## src/rtl/mos6502_pkg.sv

```systemverilog
`default_nettype none
// ============================================================================
// Module      : mos6502_pkg
// Description : Shared ALU opcode encodings and status-register bit indices.
// Revision    : 1.0  initial release
// ============================================================================
package mos6502_pkg;

    localparam logic [3:0] ALU_ADD  = 4'h0;
    localparam logic [3:0] ALU_SUB  = 4'h1;
    localparam logic [3:0] ALU_AND  = 4'h2;
    localparam logic [3:0] ALU_OR   = 4'h3;
    localparam logic [3:0] ALU_EOR  = 4'h4;
    localparam logic [3:0] ALU_ASL  = 4'h5;
    localparam logic [3:0] ALU_LSR  = 4'h6;
    localparam logic [3:0] ALU_ROL  = 4'h7;
    localparam logic [3:0] ALU_ROR  = 4'h8;
    localparam logic [3:0] ALU_INC  = 4'h9;
    localparam logic [3:0] ALU_DEC  = 4'hA;
    localparam logic [3:0] ALU_PASS = 4'hB;

    // Bit positions inside the processor status register (NV-BDIZC)
    localparam int unsigned FLAG_C = 0;
    localparam int unsigned FLAG_Z = 1;
    localparam int unsigned FLAG_I = 2;
    localparam int unsigned FLAG_D = 3;
    localparam int unsigned FLAG_B = 4;
    localparam int unsigned FLAG_V = 6;
    localparam int unsigned FLAG_N = 7;

endpackage : mos6502_pkg
`default_nettype wire

```

## src/rtl/mos6502_alu_if.sv

```systemverilog
`default_nettype none
// ============================================================================
// Module      : mos6502_alu_if
// Description : Operand/result bus between the operand muxes and the ALU.
// Revision    : 1.0  initial release
// ============================================================================
interface mos6502_alu_if;

    logic [3:0] alu_control;
    logic [7:0] alu_AI;
    logic [7:0] alu_BI;
    logic       alu_carry_in;
    logic [7:0] alu_Y;
    logic       alu_carry_out;
    logic       alu_overflow;
    logic       alu_negative;
    logic       alu_zero;

    modport master (
        output alu_control,
        output alu_AI,
        output alu_BI,
        output alu_carry_in,
        input  alu_Y,
        input  alu_carry_out,
        input  alu_overflow,
        input  alu_negative,
        input  alu_zero
    );

    modport slave (
        input  alu_control,
        input  alu_AI,
        input  alu_BI,
        input  alu_carry_in,
        output alu_Y,
        output alu_carry_out,
        output alu_overflow,
        output alu_negative,
        output alu_zero
    );

endinterface : mos6502_alu_if
`default_nettype wire

```

## src/rtl/mos6502_alu_core.sv

```systemverilog
`default_nettype none
// ============================================================================
// Module      : mos6502_alu_core
// Description : Combinational opcode decode and 9-bit adder; next Y/C/V.
// Revision    : 1.0  initial release
// ============================================================================
module mos6502_alu_core
    import mos6502_pkg::*;
(
    input  logic [3:0] alu_control,
    input  logic [7:0] alu_AI,
    input  logic [7:0] alu_BI,
    input  logic       alu_carry_in,
    output logic [7:0] y_d,
    output logic       c_d,
    output logic       v_d
);

    logic [7:0] b_eff;
    logic [8:0] sum;

    // SUB reuses the adder with inverted B; carry-in acts as not-borrow
    always_comb begin
        b_eff = (alu_control == ALU_SUB) ? ~alu_BI : alu_BI;
        sum   = {1'b0, alu_AI} + {1'b0, b_eff} + {8'h00, alu_carry_in};
    end

    always_comb begin
        y_d = 8'h00;
        c_d = 1'b0;
        v_d = 1'b0;
        case (alu_control)
            ALU_ADD, ALU_SUB: begin
                y_d = sum[7:0];
                c_d = sum[8];
                v_d = (alu_AI[7] == b_eff[7]) && (sum[7] != alu_AI[7]);
            end
            ALU_AND:  y_d = alu_AI & alu_BI;
            ALU_OR:   y_d = alu_AI | alu_BI;
            ALU_EOR:  y_d = alu_AI ^ alu_BI;
            ALU_ASL: begin
                y_d = {alu_AI[6:0], 1'b0};
                c_d = alu_AI[7];
            end
            ALU_LSR: begin
                y_d = {1'b0, alu_AI[7:1]};
                c_d = alu_AI[0];
            end
            ALU_ROL: begin
                y_d = {alu_AI[6:0], alu_carry_in};
                c_d = alu_AI[7];
            end
            ALU_ROR: begin
                y_d = {alu_carry_in, alu_AI[7:1]};
                c_d = alu_AI[0];
            end
            ALU_INC:  y_d = alu_AI + 8'h01;
            ALU_DEC:  y_d = alu_AI - 8'h01;
            ALU_PASS: y_d = alu_AI;
            default: begin
                y_d = 8'h00;
                c_d = 1'b0;
                v_d = 1'b0;
            end
        endcase
    end

endmodule : mos6502_alu_core
`default_nettype wire

```

## src/rtl/mos6502_alu.sv

```systemverilog
`default_nettype none
// ============================================================================
// Module      : mos6502_alu
// Description : Registered 6502 ALU; one-cycle latency, N/Z from registered Y.
// Revision    : 1.0  initial release
// ============================================================================
module mos6502_alu
    import mos6502_pkg::*;
(
    input  logic          clk,
    input  logic          rst_n,
    mos6502_alu_if.slave  alu_bus
);

    logic [7:0] y_d;
    logic [7:0] y_q;
    logic       c_d;
    logic       c_q;
    logic       v_d;
    logic       v_q;

    mos6502_alu_core u_core (
        .alu_control  (alu_bus.alu_control),
        .alu_AI       (alu_bus.alu_AI),
        .alu_BI       (alu_bus.alu_BI),
        .alu_carry_in (alu_bus.alu_carry_in),
        .y_d          (y_d),
        .c_d          (c_d),
        .v_d          (v_d)
    );

    always_ff @(posedge clk) begin
        if (!rst_n) begin
            y_q <= 8'h00;
            c_q <= 1'b0;
            v_q <= 1'b0;
        end else begin
            y_q <= y_d;
            c_q <= c_d;
            v_q <= v_d;
        end
    end

    assign alu_bus.alu_Y         = y_q;
    assign alu_bus.alu_carry_out = c_q;
    assign alu_bus.alu_overflow  = v_q;
    assign alu_bus.alu_negative  = y_q[7];
    assign alu_bus.alu_zero      = (y_q == 8'h00);

endmodule : mos6502_alu
`default_nettype wire

```

## src/flat_wrapper.sv

```systemverilog
// flat-port wrapper written by rule: the top's interface ports become plain ports
module mos6502_alu_flat import mos6502_pkg::*;
  (clk, rst_n, alu_bus_alu_control, alu_bus_alu_AI, alu_bus_alu_BI, alu_bus_alu_carry_in, alu_bus_alu_Y, alu_bus_alu_carry_out, alu_bus_alu_overflow, alu_bus_alu_negative, alu_bus_alu_zero);
  mos6502_alu_if alu_bus_i ();
  input  logic clk;
  input  logic rst_n;
  input wire logic [$bits(alu_bus_i.alu_control)-1:0] alu_bus_alu_control;
  input wire logic [$bits(alu_bus_i.alu_AI)-1:0] alu_bus_alu_AI;
  input wire logic [$bits(alu_bus_i.alu_BI)-1:0] alu_bus_alu_BI;
  input wire logic [$bits(alu_bus_i.alu_carry_in)-1:0] alu_bus_alu_carry_in;
  output wire logic [$bits(alu_bus_i.alu_Y)-1:0] alu_bus_alu_Y;
  output wire logic [$bits(alu_bus_i.alu_carry_out)-1:0] alu_bus_alu_carry_out;
  output wire logic [$bits(alu_bus_i.alu_overflow)-1:0] alu_bus_alu_overflow;
  output wire logic [$bits(alu_bus_i.alu_negative)-1:0] alu_bus_alu_negative;
  output wire logic [$bits(alu_bus_i.alu_zero)-1:0] alu_bus_alu_zero;
  assign alu_bus_i.alu_control = alu_bus_alu_control;
  assign alu_bus_i.alu_AI = alu_bus_alu_AI;
  assign alu_bus_i.alu_BI = alu_bus_alu_BI;
  assign alu_bus_i.alu_carry_in = alu_bus_alu_carry_in;
  assign alu_bus_alu_Y = alu_bus_i.alu_Y;
  assign alu_bus_alu_carry_out = alu_bus_i.alu_carry_out;
  assign alu_bus_alu_overflow = alu_bus_i.alu_overflow;
  assign alu_bus_alu_negative = alu_bus_i.alu_negative;
  assign alu_bus_alu_zero = alu_bus_i.alu_zero;
  mos6502_alu u_core (.clk(clk), .rst_n(rst_n), .alu_bus(alu_bus_i));
endmodule
```

## config.mk

```make
export PLATFORM = sky130hd
export DESIGN_NAME = mos6502_alu_flat
export DESIGN_NICKNAME = d
export VERILOG_FILES = /design/src/rtl/mos6502_pkg.sv /design/src/rtl/mos6502_alu_if.sv /design/src/rtl/mos6502_alu_core.sv /design/src/rtl/mos6502_alu.sv /design/src/flat_wrapper.sv
export SDC_FILE = /design/constraint.sdc
export NUM_CORES = 1
export LEC_CHECK = 0
export ABC_AREA = 0
export CAP_MARGIN = 20
export CORE_AREA = 10 10 71 73
export DETAILED_ROUTE_END_ITERATION = 12
export DIE_AREA = 0 0 81 83
export PLACE_DENSITY = 0.78
export SETUP_SLACK_MARGIN = 0.3
export SLEW_MARGIN = 20
export SYNTH_ARGS = -nofsm -noshare
export SYNTH_HDL_FRONTEND = slang
export SYNTH_SLANG_ARGS = --single-unit
```

## constraint.sdc

```tcl
create_clock -name clk -period 5.1 [get_ports clk]
set_clock_uncertainty 0.15 [all_clocks]
set_input_delay 1.53 -clock clk [delete_from_list [all_inputs] [get_ports clk]]
set_output_delay 1.53 -clock clk [all_outputs]
set_load 0.01 [all_outputs]
```

* Word-level counts from Yosys, hierarchy flattened
Index checks and enable logic that the tools add are counted.
** Operators by class
- $add $sub $neg :: 4
- Multipliers :: 0
- Divide/modulo/power cells :: 0
- Magnitude comparators :: 0
- Equality and inequality tests :: 13
- Shift-type cells :: 0
- Multiplexer cells :: 3
- Bitwise operators :: 4
- Reduce and logical (&&, ||, !) cells :: 7
** Operator list (count)
- 8-bit one-hot mux with 11 select lines :: 1
- 4-bit by 3-bit == test with 1-bit output (second input constant) :: 4
- 4-bit == test (second input constant) :: 4
- 8-bit by 8-bit adder with 9-bit output :: 1
- 9-bit by 1-bit adder with 9-bit output :: 1
- 8-bit by 1-bit adder with 8-bit output (second input constant) :: 1
- 8-bit AND :: 1
- 4-bit by 2-bit == test with 1-bit output (second input constant) :: 2
- 8-bit logical NOT :: 1
- 8-bit two-way mux :: 1
- 8-bit NOT :: 1
- 8-bit OR :: 1
- 8-bit by 1-bit subtractor with 8-bit output (second input constant) :: 1
- 8-bit bitwise XOR :: 1
- 2-bit OR reduction :: 3
- 4-bit by 1-bit == test with 1-bit output (second input constant) :: 1
- 4-bit logical NOT :: 1
- 1-bit one-hot mux with 3 select lines :: 1
- 2-bit AND reduction :: 1
- 1-bit == test :: 1
- 1-bit logical AND :: 1
- 1-bit inequality test :: 1
** Storage, ports and cells
- Register bits after elaboration :: 10
- Latch bits :: 0
- Memory bits (writable) :: 0
- Memory bits (read-only) :: 0
- Input port bits :: 23
- Word-level logic and storage cells :: 34
- Memories kept :: 0

* Depth between registers and ports, before layout
- Depth in word-level cells :: 6
- Gate-level depth with buffers :: 14

* Hierarchy
From an unflattened synthesis, not the netlist that was laid out.
** Unflattened totals
- Cells, all modules :: 246
- Area total of the unflattened synthesis :: 1861.8 µm²
** By module, submodules not included
- mos6502_alu_core :: instances 1, cells an instance 222, area each 1572.8 µm², sequential area each 0.0 µm²
- mos6502_alu :: instances 1, cells an instance 24, area each 289.0 µm², sequential area each 200.2 µm²

* Least setup slack after synthesis
Ideal clock, no wire load.
- Path kind :: input-to-reg
- Start :: input alu_bus_alu_control[2]
- End :: register u_core.c_q, in the netlist u_core.alu_bus.alu_carry_out
- Arrival time :: 4.041 ns
- Required time :: 4.828 ns
- Slack :: 0.787 ns
- Stages on the path :: 14
- Path buffers :: 3
- Cells stage by stage :: clkbuf_1 nor3_1 buf_2 and2_1 buf_2 xnor2_1 fa_1 inv_1 fa_1 a211oi_1 o21ai_0 a21o_1 a21oi_1 o21ai_0
** On the way
- Cells in the longest elaborated chain, start to end :: 5
- Elaborated cells between the ends (all ways) :: 13
** Ends and longest elaborated chain
- start: declaration :: line flat_wrapper.sv:7 : input wire logic [$bits(alu_bus_i.alu_control)-1:0] alu_bus_alu_control;
- 4-bit by 1-bit == test with 1-bit output :: line mos6502_alu_core.sv:24, mos6502_alu_core.sv:32
- 8-bit two-way mux :: line mos6502_alu_core.sv:24 : b_eff = (alu_control == ALU_SUB) ? ~alu_BI : alu_BI;
- 8-bit by 8-bit adder with 9-bit output :: line mos6502_alu_core.sv:25 : sum = {1'b0, alu_AI} + {1'b0, b_eff} + {8'h00, alu_carry_in};
- 9-bit by 1-bit adder with 9-bit output :: line mos6502_alu_core.sv:25
- 1-bit one-hot mux with 3 select lines * :: line mos6502_alu_core.sv:32 : case (alu_control)
- end signal: assignment :: line mos6502_alu.sv:35 : c_q <= 1'b0;
- end signal: assignment :: line mos6502_alu.sv:39 : c_q <= c_d;
- end: declaration :: line mos6502_alu.sv:18 : logic c_q;
Every way passes the cells marked *; elsewhere a longest branch is shown, timed or not.
A chain may end at the register's enable or synchronous reset.

* Worst setup path in the final report
- Start :: input alu_bus_alu_control[3]
- End :: register u_core.c_q, in the netlist u_core.alu_bus.alu_carry_out
Same word-level chain as after synthesis.

==> metrics.txt <==
FF+latch area=200 µm²; sw frac=34.6%; slowest CP cell=clkdlybuf4s50_1; Via Count=1991; hold buffer count at cts=0; FF+latch count, synth=10; number of port buffers=34; Cell Pwr Density=161 mW/mm²; endpoints failing setup=0; asr flop ratio synth=0%; Clock transition at path regs=0.05 ns; Fillers=341; share of cells above drive strength 1=7.72%; Total Power=367 µW; EDFF count, synth=0; worst-margin pin slew=0.649 ns; delay-heaviest family, CP=compound AO/OA/AOI/OAI gates; drt first pass iters=5; Sinks on Clock Net=10; Simple-Gate Fraction of Synth Area=26.3%; Unique masters post-synth=62; post-DP HPWL=4050 µm; Gates resized, CTS repair=0; RSZ-0062 raised after global routing=no; final core utilization=62.8%; FP Rows=22; # Post-CTS Setup Buffers=0; Worst Hold Depth=2; die area=0.00672 mm²; TNS Setup=0 ns; Synthesized Nets=295; Fin. Hold Viols=0; Vias/cell=6.22; Worst Hold Endpoint=u_core.alu_bus.alu_Y[0]; Worst Hold Launch=rst_n; Synth warnings=0; die height=83 µm; Hold WS=1.82 ns; Placed Cells=316; Rel. slew slack=56.6%; crit path time final=4.26 ns; Worst VDD drop=77.3 µV; sequential area share after synthesis=10.7%; CP max stage delay=0.43 ns; Internal=240 µW; pin count of the biggest net entering global routing=26; WP data required=5.06 ns; Post-Route WL=5360 µm; Placer Congestion=0.927; ant diodes=0; CTS tree=built; Comb pwr share=50.7%; clock root buffer=clkbuf_8; mux cell area share after synthesis=2.28%; clock network fraction of design power=25.9%; final-stage net count=322; Adder-Cell Fraction of Synth Area=18.2%; Sequential Power Share=23.4%; initial antenna violation count=0; clk buf depth=2; DR iter-0 viols=173; Layout area overhead=22.1%; die width=81 µm; largest family of logic cells by synthesized area=compound AO/OA/AOI/OAI gates; post-synthesis xor/xnor area fraction=6.09%; synthesized instance count=246; core area=0.00363 mm²; DR DRC count=0; number of global-route vias before repair=1801; post-route non-filler standard cell count=320; first-pass GRT wire length=8290 µm; GR Overflow Total=0; Crit Path Class=input port to register; period utilization=83.6%; max-slew violation count=0; Switch Pwr=127 µW; crit path cell chain=clkdlybuf4s50_1 -> nor3_1 -> and2_1 -> xnor2_1 -> fa_1 -> inv_1 -> fa_1 -> a211oi_1 -> o21ai_0 -> a21o_1 -> a21oi_1 -> o21ai_0; CTS H-tree lvls=1; Top-Level Pins=35; fmax=0.235 GHz; status=finished, final reports clean; Startpoint Class=input port; Bufs and invs on worst path=2; mean post-synth cell area=7.60 µm²; Final ANT Viol Nets=0; drt wl/cell=16.8 µm; Num CTS Buffers=3; Hold Path Class=input port to register; Critical Path Fanout Max=3; Lkg Pwr=0.893 nW; Synth Area in Compound Gates=27.3%; Crit. End Element=register; Global Route Usage Sum=14.5%; Post-Syn Area=0.00187 mm²; Starting Density=51.4%; CP arrival=4.22 ns; multi-input logic area=0.00150 mm²; Synth Flop Type=dfxtp_1; total of max-cap violations=0
## per-stage QoR
stage / cell area, µm² / setup WS, ns
floorplan: 1870 / 0.787
global route: 2280 / 0.586
detailed placement: 2230 / 0.623
global placement: 2230 / 0.750
CTS: 2280 / 0.860
finish: 2280 / 0.837
## cell families (layout without fill, tap and decap cells)
| kind of cell | count (synthesis) | in the layout |
|---|---|---|
| AO/OA/AOI/OAI | 70 | 70 |
| XOR/XNOR | 13 | 13 |
| adder cells (fa/ha/maj) | 26 | 26 |
| buffers and inverters | 39 | 65 |
| flip-flops | 10 | 10 |
| multiplexers | 4 | 4 |
| AND/OR/NAND/NOR | 84 | 84 |
## layer usage
| layer | vias to the layer above | track usage (%) | share of wire, % |
|---|---|---|---|
| met5 | - | 0 | 0 |
| met4 | 0 | 3.76 | 0.95 |
| met3 | 6 | 1.40 | 8.4 |
| met2 | 100 | 23.3 | 46 |
| met1 | 916 | 19.8 | 45 |
| li1 | 969 | - | - |
## final cells by class
| class | instances | area share (%) |
|---|---|---|
| inverter | 20 | 3.29 |
| clock buffer | 4 | 2.41 |
| sequential | 10 | 8.77 |
| multi-input combinational | 197 | 65.7 |
| timing repair buffer | 41 | 17.2 |
| tap | 48 | 2.63 |
## synthesized netlist by cell type (5+ instances only)
| library cell | instances | area share [%] |
|---|---|---|
| a21oi_1 | 7 | 1.9 |
| a22oi_1 | 5 | 2.0 |
| a31oi_1 | 6 | 2.0 |
| buf_2 | 7 | 1.9 |
| clkbuf_1 | 8 | 1.6 |
| dfxtp_1 | 10 | 11 |
| ha_1 | 24 | 16 |
| inv_1 | 20 | 4.0 |
| nand2_1 | 15 | 3.0 |
| nand2b_1 | 6 | 2.0 |
| nand3_1 | 7 | 1.9 |
| nand3b_1 | 5 | 2.0 |
| nor2_1 | 7 | 1.4 |
| nor2b_1 | 6 | 2.0 |
| nor3_1 | 11 | 2.9 |
| o21ai_0 | 15 | 4.0 |
| xnor2_1 | 11 | 5.2 |
## power by group through the flow
stage / Sequential [mW] / Clock (mW) / Combinational, mW
floorplan: 0.0902 / 0 / 0.115
global placement: 0.0874 / 0 / 0.180
detailed placement: 0.0875 / 0 / 0.182
CTS: 0.0861 / 0.0955 / 0.183
global route: 0.0864 / 0.0995 / 0.202
finish: 0.0859 / 0.0950 / 0.186
## worst max-delay path by stage
stage | start | endpoint | cells after the start
floorplan | alu_bus_alu_control[2] | u_core.alu_bus.alu_carry_out | 14
global placement | alu_bus_alu_control[3] | u_core.alu_bus.alu_carry_out | 12
detailed placement | alu_bus_alu_control[3] | u_core.alu_bus.alu_carry_out | 12
CTS | alu_bus_alu_control[3] | u_core.alu_bus.alu_carry_out | 12
global route | alu_bus_alu_control[3] | u_core.alu_bus.alu_carry_out | 12
finish | alu_bus_alu_control[3] | u_core.alu_bus.alu_carry_out | 12
## sequential cells by signal, indices dropped and copies added, names as in the netlist
name,cells
u_core.alu_bus.alu_carry_out,1
u_core.alu_bus.alu_overflow,1
u_core.alu_bus.alu_Y,8
## layout by cell type (no fill, tap or decap), types with 4 or more instances in the layout
cell             instances
nor4_1                   4
o21ai_0                 15
nand3_1                  7
inv_1                   20
buf_4                    7
nor2b_1                  6
a22oi_1                  5
clkbuf_8                 4
nor2_1                   7
a21oi_1                  7
nand3b_1                 5
a41oi_1                  4
nand2b_1                 6
clkdlybuf4s50_1         34
and2_1                   4
nand2_1                 15
a31oi_1                  6
nor3_1                  11
ha_1                    24
dfxtp_1                 10
xnor2_1                 11
(Power assumes the default switching activity.)
